===== src/rtl/mips_loader_pkg.sv =====
// Shared types and constants for the MIPS32 program loader and its bench.
package mips_loader_pkg;

  typedef enum logic [2:0] {
    IDLE,
    REG_INIT,
    LOAD,
    RUN,
    CHECK_ADDR,
    CHECK_CMP,
    DONE
  } state_e;

  localparam logic [2:0] FAIL_TIMEOUT = 3'd7;
  localparam logic [5:0] HALT_OP      = 6'h3f;

endpackage


===== src/rtl/loader_checker.sv =====
// Result-check sequencer: walks the check slots, compares read data and
// records the index of the first mismatching slot.
module loader_checker
  import mips_loader_pkg::*;
#(
  parameter int DATA_W     = 32,
  parameter int ADDR_W     = 10,
  parameter int NUM_CHECKS = 1
) (
  input  logic                           clk1,
  input  logic                           rst_n,
  input  logic                           clr_i,
  input  logic                           cmp_i,
  input  logic                           timeout_i,
  input  logic [NUM_CHECKS*ADDR_W-1:0]   chk_addr_i,
  input  logic [NUM_CHECKS*DATA_W-1:0]   chk_data_i,
  input  logic [DATA_W-1:0]              mem_rdata_i,
  output logic [ADDR_W-1:0]              addr_o,
  output logic                           match_o,
  output logic                           last_o,
  output logic [2:0]                     fail_idx_o
);

  logic [2:0] slot_q;
  logic [2:0] fail_idx_q;

  assign addr_o     = chk_addr_i[int'(slot_q)*ADDR_W +: ADDR_W];
  assign match_o    = (mem_rdata_i == chk_data_i[int'(slot_q)*DATA_W +: DATA_W]);
  assign last_o     = (slot_q == 3'(NUM_CHECKS - 1));
  assign fail_idx_o = fail_idx_q;

  // The slot only advances on a match, so on a mismatch it still names the failing slot.
  always_ff @(posedge clk1) begin
    if (!rst_n) begin
      slot_q     <= 3'd0;
      fail_idx_q <= 3'd0;
    end else if (clr_i) begin
      slot_q     <= 3'd0;
      fail_idx_q <= 3'd0;
    end else if (timeout_i) begin
      fail_idx_q <= FAIL_TIMEOUT;
    end else if (cmp_i) begin
      if (!match_o)
        fail_idx_q <= slot_q;
      else if (!last_o)
        slot_q <= slot_q + 3'd1;
    end
  end

endmodule


===== src/rtl/mips_prog_loader.sv =====
// MIPS32 harness controller: register init, image load, run, result check.
// Optional RUN-state watchdog enabled by defining LOADER_WATCHDOG_EN.
module mips_prog_loader
  import mips_loader_pkg::*;
#(
  parameter int DATA_W     = 32,
  parameter int ADDR_W     = 10,
  parameter int NUM_REGS   = 32,
  parameter int NUM_CHECKS = 1,
  parameter int TIMEOUT    = 4096
) (
  input  logic                         clk1,
  input  logic                         rst_n,
  input  logic                         start,
  input  logic                         ld_valid,
  output logic                         ld_ready,
  input  logic [ADDR_W-1:0]            ld_addr,
  input  logic [DATA_W-1:0]            ld_data,
  input  logic                         ld_last,
  output logic                         mem_we,
  output logic [ADDR_W-1:0]            mem_addr,
  output logic [DATA_W-1:0]            mem_wdata,
  input  logic [DATA_W-1:0]            mem_rdata,
  output logic                         reg_we,
  output logic [4:0]                   reg_waddr,
  output logic [DATA_W-1:0]            reg_wdata,
  output logic                         cpu_run,
  input  logic                         cpu_halted,
  input  logic [NUM_CHECKS*ADDR_W-1:0] chk_addr,
  input  logic [NUM_CHECKS*DATA_W-1:0] chk_data,
  output logic                         done,
  output logic                         pass,
  output logic [2:0]                   fail_idx,
  output logic [31:0]                  cycles
`ifdef LOADER_WATCHDOG_EN
  ,
  output logic                         timeout
`endif
);

  if (NUM_CHECKS < 1 || NUM_CHECKS > 8 || NUM_REGS < 1 || NUM_REGS > 32 ||
      TIMEOUT < 1) begin : g_bad_params
    $error("mips_prog_loader: parameter out of range");
  end

  state_e      state_q;
  logic [5:0]  reg_idx_q;
  logic        reg_we_q;
  logic        ld_ready_q;
  logic        cpu_run_q;
  logic        done_q;
  logic        pass_q;
  logic [31:0] cycles_q;
  logic        wd_hit;
  logic        start_ok;
  logic        chk_active;
  logic [ADDR_W-1:0] chk_mem_addr;
  logic        chk_match;
  logic        chk_last;

`ifdef LOADER_WATCHDOG_EN
  logic timeout_q;
  assign wd_hit  = (state_q == RUN) && !cpu_halted && (cycles_q >= 32'(TIMEOUT - 1));
  assign timeout = timeout_q;
`else
  assign wd_hit  = 1'b0;
`endif

  assign start_ok   = (state_q == IDLE) && start;
  assign chk_active = (state_q == CHECK_ADDR) || (state_q == CHECK_CMP);

  loader_checker #(
    .DATA_W     (DATA_W),
    .ADDR_W     (ADDR_W),
    .NUM_CHECKS (NUM_CHECKS)
  ) u_checker (
    .clk1        (clk1),
    .rst_n       (rst_n),
    .clr_i       (start_ok),
    .cmp_i       (state_q == CHECK_CMP),
    .timeout_i   (wd_hit),
    .chk_addr_i  (chk_addr),
    .chk_data_i  (chk_data),
    .mem_rdata_i (mem_rdata),
    .addr_o      (chk_mem_addr),
    .match_o     (chk_match),
    .last_o      (chk_last),
    .fail_idx_o  (fail_idx)
  );

  // Image beats pass straight through to memory so a write lands in the accept cycle.
  assign ld_ready  = ld_ready_q;
  assign mem_we    = ld_ready_q & ld_valid;
  assign mem_addr  = ld_ready_q ? ld_addr : (chk_active ? chk_mem_addr : '0);
  assign mem_wdata = ld_ready_q ? ld_data : '0;

  assign reg_we    = reg_we_q;
  assign reg_waddr = reg_idx_q[4:0];
  assign reg_wdata = {{(DATA_W-6){1'b0}}, reg_idx_q};
  assign cpu_run   = cpu_run_q;
  assign done      = done_q;
  assign pass      = pass_q;
  assign cycles    = cycles_q;

  always_ff @(posedge clk1) begin
    if (!rst_n) begin
      state_q    <= IDLE;
      reg_idx_q  <= 6'd0;
      reg_we_q   <= 1'b0;
      ld_ready_q <= 1'b0;
      cpu_run_q  <= 1'b0;
      done_q     <= 1'b0;
      pass_q     <= 1'b0;
      cycles_q   <= 32'd0;
`ifdef LOADER_WATCHDOG_EN
      timeout_q  <= 1'b0;
`endif
    end else begin
      case (state_q)
        IDLE: begin
          if (start) begin
            state_q   <= REG_INIT;
            reg_we_q  <= 1'b1;
            reg_idx_q <= 6'd0;
            done_q    <= 1'b0;
            pass_q    <= 1'b0;
            cycles_q  <= 32'd0;
`ifdef LOADER_WATCHDOG_EN
            timeout_q <= 1'b0;
`endif
          end
        end
        REG_INIT: begin
          if (reg_idx_q == 6'(NUM_REGS - 1)) begin
            reg_we_q   <= 1'b0;
            ld_ready_q <= 1'b1;
            state_q    <= LOAD;
          end else begin
            reg_idx_q <= reg_idx_q + 6'd1;
          end
        end
        LOAD: begin
          if (ld_valid && ld_last) begin
            ld_ready_q <= 1'b0;
            cpu_run_q  <= 1'b1;
            state_q    <= RUN;
          end
        end
        RUN: begin
          if (cycles_q != 32'hffff_ffff)
            cycles_q <= cycles_q + 32'd1;
          if (cpu_halted) begin
            cpu_run_q <= 1'b0;
            state_q   <= CHECK_ADDR;
          end else if (wd_hit) begin
            cpu_run_q <= 1'b0;
            done_q    <= 1'b1;
            pass_q    <= 1'b0;
`ifdef LOADER_WATCHDOG_EN
            timeout_q <= 1'b1;
`endif
            state_q   <= DONE;
          end
        end
        CHECK_ADDR: state_q <= CHECK_CMP;
        CHECK_CMP: begin
          if (!chk_match || chk_last) begin
            pass_q  <= chk_match;
            done_q  <= 1'b1;
            state_q <= DONE;
          end else begin
            state_q <= CHECK_ADDR;
          end
        end
        DONE:    state_q <= IDLE;
        default: state_q <= IDLE;
      endcase
    end
  end

endmodule

===== config.mk =====
export PLATFORM = sky130hd
export DESIGN_NAME = mips_prog_loader
export DESIGN_NICKNAME = d
export VERILOG_FILES = /design/src/rtl/mips_loader_pkg.sv /design/src/rtl/loader_checker.sv /design/src/rtl/mips_prog_loader.sv
export SDC_FILE = /design/constraint.sdc
export NUM_CORES = 1
export LEC_CHECK = 0
export CORE_UTILIZATION = 38
export DETAILED_ROUTE_END_ITERATION = 6
export PLACE_DENSITY_LB_ADDON = 0.05
export SLEW_MARGIN = 20
export SYNTH_ARGS = -nofsm -noshare
export SYNTH_HDL_FRONTEND = slang
export SYNTH_SLANG_ARGS = --single-unit

===== constraint.sdc =====
create_clock -name clk1 -period 2.3 [get_ports clk1]
set_input_delay 0.46 -clock clk1 [delete_from_list [all_inputs] [get_ports clk1]]
set_output_delay 0.46 -clock clk1 [all_outputs]
set_load 0.1 [all_outputs]

After elaboration in Yosys (flattened, before gate mapping)
Index checks and enable logic that the tools add are counted.
{"block": "classes", "add_sub_neg": 3, "multipliers": 1, "n_eq_ne": 15, "shifts": 2, "n_mux": 29, "bitwise": 4, "n_reduce_logical": 22}
{"op": "32-bit two-way mux", "count": 3}
{"op": "32-bit one-hot mux with 2 select lines", "count": 1}
{"op": "32-bit by 1-bit adder with 32-bit output (second input constant)", "count": 1}
{"op": "32-bit equality test", "count": 1}
{"op": "32-bit != test (second input constant)", "count": 1}
{"op": "10-bit by 32-bit indexed part select with 10-bit output", "count": 1}
{"op": "32-bit by 9-bit indexed part select with 32-bit output", "count": 1}
{"op": "3-bit AND reduction", "count": 7}
{"op": "10-bit two-way mux", "count": 2}
{"op": "3-bit one-hot mux with 6 select lines", "count": 1}
{"op": "2-bit != test (second input constant)", "count": 7}
{"op": "3-bit two-way mux", "count": 4}
{"op": "6-bit two-way mux", "count": 2}
{"op": "6-bit one-hot mux with 2 select lines", "count": 1}
{"op": "1-bit one-hot mux with 2 select lines", "count": 5}
{"op": "2-bit nonzero test", "count": 5}
{"op": "1-bit two-way mux", "count": 9}
{"op": "6-bit by 1-bit adder with 6-bit output (second input constant)", "count": 1}
{"op": "3-bit by 2-bit equality test with 1-bit output (second input constant)", "count": 2}
{"op": "3-bit equality test (second input constant)", "count": 2}
{"op": "6-bit by 5-bit equality test with 1-bit output (second input constant)", "count": 1}
{"op": "3-bit zero test", "count": 2}
{"op": "3-bit by 3-bit multiplier with 6-bit output (second input constant)", "count": 1}
{"op": "4-bit AND reduction", "count": 1}
{"op": "10 further kinds", "count": 14}
{"block": "word_totals", "regBits": 52, "in_bits": 122, "output_inout_bits": 120, "word_cells": 86}

Depth between registers and ports, before layout
{"block": "logic_depth", "depth_word": 6, "depth_mapped": 8}

Hierarchy
A second synthesis with hierarchy kept.
{"block": "unflattened", "cells_unflattened": 575, "hier_area_um2": 4394.2}
{"module": "mips_prog_loader", "n_inst": 1, "cells_per_inst": 388, "area_per_inst_um2": 3085.5, "seq_area_each_um2": 920.9}
{"module": "loader_checker", "n_inst": 1, "cells_per_inst": 187, "area_per_inst_um2": 1308.8, "seq_area_each_um2": 120.1}

Least setup slack after synthesis
No wires, ideal clock.
{"block": "synth_path", "path_type": "register -> register", "from": "register cycles_q[10], in the netlist cycles[10]", "to": "register cycles_q[25], in the netlist cycles[25]", "setup_ns": 0.128, "t_arrival_ns": 2.671, "slack_ns": -0.498, "path_stages_with_launch": 7, "period_less_slack_ns": 2.798, "cell_sequence": "dfxtp_1 > and4_1 > nand4_1 > or4b_4 > nor3_1 > xnor2_1 > nor2_1"}
{"block": "synth_via", "elab_chain_cells": 3, "elab_cells_between_ends": 6, "classes_between": "add/sub: 1; eq/ne: 2; mux: 2; reduce/logical: 1"}
{"item": "start: declaration", "line": "mips_prog_loader.sv:53", "rtl": "logic [31:0] cycles_q;"}
{"item": "start signal: assignment", "line": "mips_prog_loader.sv:151", "rtl": "cycles_q <= cycles_q + 32'd1;"}
{"item": "32-bit by 1-bit adder with 32-bit output / 32-bit != test (equally long branches)", "line": "mips_prog_loader.sv:151, mips_prog_loader.sv:150"}
{"item": "32-bit two-way mux / 2-bit != test (equally long branches)"}
{"item": "32-bit one-hot mux with 2 select lines / 3-bit AND reduction (equally long branches)"}
Parallel ways exist; a longest one is shown, timed or not. The select of a mux whose other input is x is not followed.
A chain may end at the register's enable or synchronous reset.

Final worst setup path
{"block": "layout_path", "from": "input chk_data[11]", "to": "register u_checker.slot_q[0]"}
{"block": "layout_via", "elab_chain_cells": 3}
{"item": "start: declaration", "line": "mips_prog_loader.sv:30", "rtl": "input logic [NUM_CHECKS*DATA_W-1:0] chk_data,"}
{"item": "32-bit by 9-bit indexed part select with 32-bit output", "line": "loader_checker.sv:28", "rtl": "assign match_o = (mem_rdata_i == chk_data_i[int'(slot_q)*DATA_W +: DATA_W]);"}
{"item": "32-bit equality test", "line": "loader_checker.sv:28"}
{"item": "3-bit AND reduction (no source line)"}
{"item": "end signal: assignment", "line": "loader_checker.sv:46", "rtl": "slot_q <= slot_q + 3'd1;"}
{"item": "end: declaration", "line": "loader_checker.sv:24", "rtl": "logic [2:0] slot_q;"}
Every way passes these cells.

==> results.tsv <==
metric	value	unit
Gate Count Post-Synth	521	
routed length per instance	15.3	um
Seq/Total Area, Yosys	26.5	%
area grow syn2layout	81.0	%
Slowest Stage Delay on Critical Path	0.47	ns
Worst EP arrival	2.50	ns
Fin. Hold Viols	0	
CP Capture Type	flip-flop	
Seq cells post-synth	52	
commonest cells in the netlist	nor2_1 (80), dfxtp_1 (52), nand2_1 (45)	
CTS HTree Levels	2	
area post-placement	6870	um2
crit start category	primary input	
ys async rst share	0	%
Setup Skew	0.00687	ns
CTS root buf	clkbuf_8	
crit path time final	2.27	ns
worst skew pair latency	0.30	ns
HPWL after DPL	11.4	mm
Max-cap violations	0	
fin crit share	98.7	%
Clock Pin Slew Worst Setup and Hold Paths	0.09	ns
synth unique cells	54	
Die W	104	um
num ports	242	
ranking of synthesized cells by area	dfxtp_1 (26%), nor2_1 (7.6%), xor2_1 (6.9%)	
Overflow after GRT	0	
pre-CTS WS	-0.374	ns
clk sinks	52	
PD cells	309	nW/um2
Via-to-Cell Ratio	5.17	
Synth top area share	26.5	%
Crit path required time	2.53	ns
core area	9910	um2
DR vias	4662	
setup repair after global routing missed its margin	true	
NumNets Final	893	
number of nets still failing antenna checks after routing	0	
EDFF count, synth	0	
Buf/Inv on CP	1	
most common cell in the synthesized netlist	nor2_1	
Synth Warn #	0	
total die area	10800	um2
Max VDD drop	0.259	mV
slowest CP cell	or4_1	
Max Slew Vio Count	0	
num rows	36	
setup violators final	0	
total CTS buffers	5	
Syn Area/Cell	7.55	um2
post-layout util	71.8	%
vias in the first global route	4445	
Bufs on Longest Clock Path	2	
die height	104	um
initial antenna violation count	1	
post-synthesis cell area	3930	um2
all-layer global routing usage	25.1	%
ys flop type	dfxtp_1	
Finished Cell Area	7110	um2
fraction of layout instances using a drive strength above 1	33.9	%
type of the tightest min-delay check	flip-flop to flip-flop	
Iter 0 DRT Violations	199	
CTS tree	yes	
WL final	13.8	mm
largest net degree at the start of global routing	45	
DRT Pass-1 Iters	4	
first-pass GRT wire length	22.1	mm
crit-path leading delay family	simple AND/OR/NAND/NOR gates	
fill count	781	
IO Port Bufs	215	
Fmax	440	MHz
Post-route DRC	0	
DP Cell Count	891	
starting density of the core	39.7	%
outcome	finished, final reports clean	
crit path kind	primary input to flip-flop	
critical-path maximum fanout	4	
fin worst setup slack	0.0289	ns
gpl congestion	0.881	
Layout Cells excl Fill	902	
Synth area leader	dfxtp_1	
crit path cell chain	clkdlybuf4s50_1 -> or4_1 -> o32a_1 -> a32oi_2 -> nand4_4 -> nor4b_4 -> mux2i_1	
P_leak	2.86	nW
Final TNS setup	0	ns
==> sequential cells by signal (all words and copies together) (netlist names) <==
| signal | cells |
|---|---|
| cpu_run | 1 |
| cycles | 32 |
| done | 1 |
| ld_ready | 1 |
| pass | 1 |
| reg_idx_q | 6 |
| reg_we | 1 |
| state_q | 3 |
| u_checker.fail_idx_o | 3 |
| u_checker.slot_q | 3 |
==> kinds of logic after synthesis <==
group,count (synthesis),synth area share (%)
simple gates,269,36.8
compound gates,79,14.1
buf+inv,64,9.52
flops,52,26.5
xor+xnor,46,10.2
mux,6,1.53
fa+ha+maj,4,1.27
other cells,1,0.0954
==> metrics by stage <==
step	hold WS (ns)	power [mW]
2_1_floorplan	0.460	1.31
3_3_place_gp	0.457	1.57
3_5_place_dp	0.457	1.59
4_1_cts	0.476	2.20
5_1_grt	0.488	2.28
6_report	0.475	2.20
==> power by group <==
group | leakage [nW] | internal, mW | switching (mW) | total [mW]
combinational | 2.37 | 0.286 | 0.391 | 0.677
clock | 0.0552 | 0.323 | 0.292 | 0.616
sequential | 0.441 | 0.895 | 0.00834 | 0.903
total | 2.86 | 1.50 | 0.692 | 2.20
==> per-layer routing <==
layer	global-route usage, %	up-vias	wire length [um]
met5	0	-	0
met4	8.16	0	406
met3	3.96	27	749
met2	45.6	182	7040
met1	29.8	2162	5640
li1	-	2291	-
==> final cells by class <==
class                   count  area (um2)  area share [%]
repair buffers            269        2930            41.1
multi-input cells         430        2770            38.9
flip-flops and latches     52        1110            15.6
well taps                 133         166            2.34
clock buffers               6        72.6            1.02
clock inverters             2        35.0           0.492
inverters                   9        33.8           0.475
diodes                      1        2.50          0.0352
==> final timing paths <==
kind,from,to,slack [ns],cells past startpoint
worst max register to register,u_checker.slot_q[0]$_SDFFE_PP0P_,u_checker.slot_q[0]$_SDFFE_PP0P_,0.03,7
worst min register to register,u_checker.fail_idx_o[1]$_SDFFE_PP0P_,u_checker.fail_idx_o[1]$_SDFFE_PP0P_,0.48,2
worst max-delay path,chk_data[11],u_checker.slot_q[0]$_SDFFE_PP0P_,0.03,7
worst min-delay path,u_checker.fail_idx_o[1]$_SDFFE_PP0P_,u_checker.fail_idx_o[1]$_SDFFE_PP0P_,0.48,2
==> worst register-to-register path, delay by kind of cell, from the launching register on <==
family          cells  cell delay [ns]
flops               1             0.35
compound gates      2             0.42
simple gates        3             1.08
mux                 1             0.22
buf+inv             1             0.14
==> cell usage in the layout (no fill, tap or decap), drive strengths merged, types with 10 or more instances in the layout <==
| cell type | Yosys | layout |
|---|---|---|
| a21oi | 11 | 11 |
| a22o | 10 | 10 |
| and2 | 36 | 36 |
| buf | 41 | 148 |
| clkdlybuf4s50 | 0 | 115 |
| conb | 1 | 26 |
| dfxtp | 52 | 52 |
| nand2 | 45 | 45 |
| nand3 | 17 | 17 |
| nand4 | 34 | 34 |
| nor2 | 81 | 81 |
| o21ai | 30 | 30 |
| xnor2 | 15 | 15 |
| xor2 | 31 | 31 |
==> timing repair <==
action	4_1_cts	5_1_grt
hold endpoints to repair	0	0
endpoints found under the setup margin	6	19
resized for setup	9	17
hold buffers	0	0
cloned	0	0
buffers inserted	2	0
pin swaps	7	11
Power figures use the tool's default switching activity.
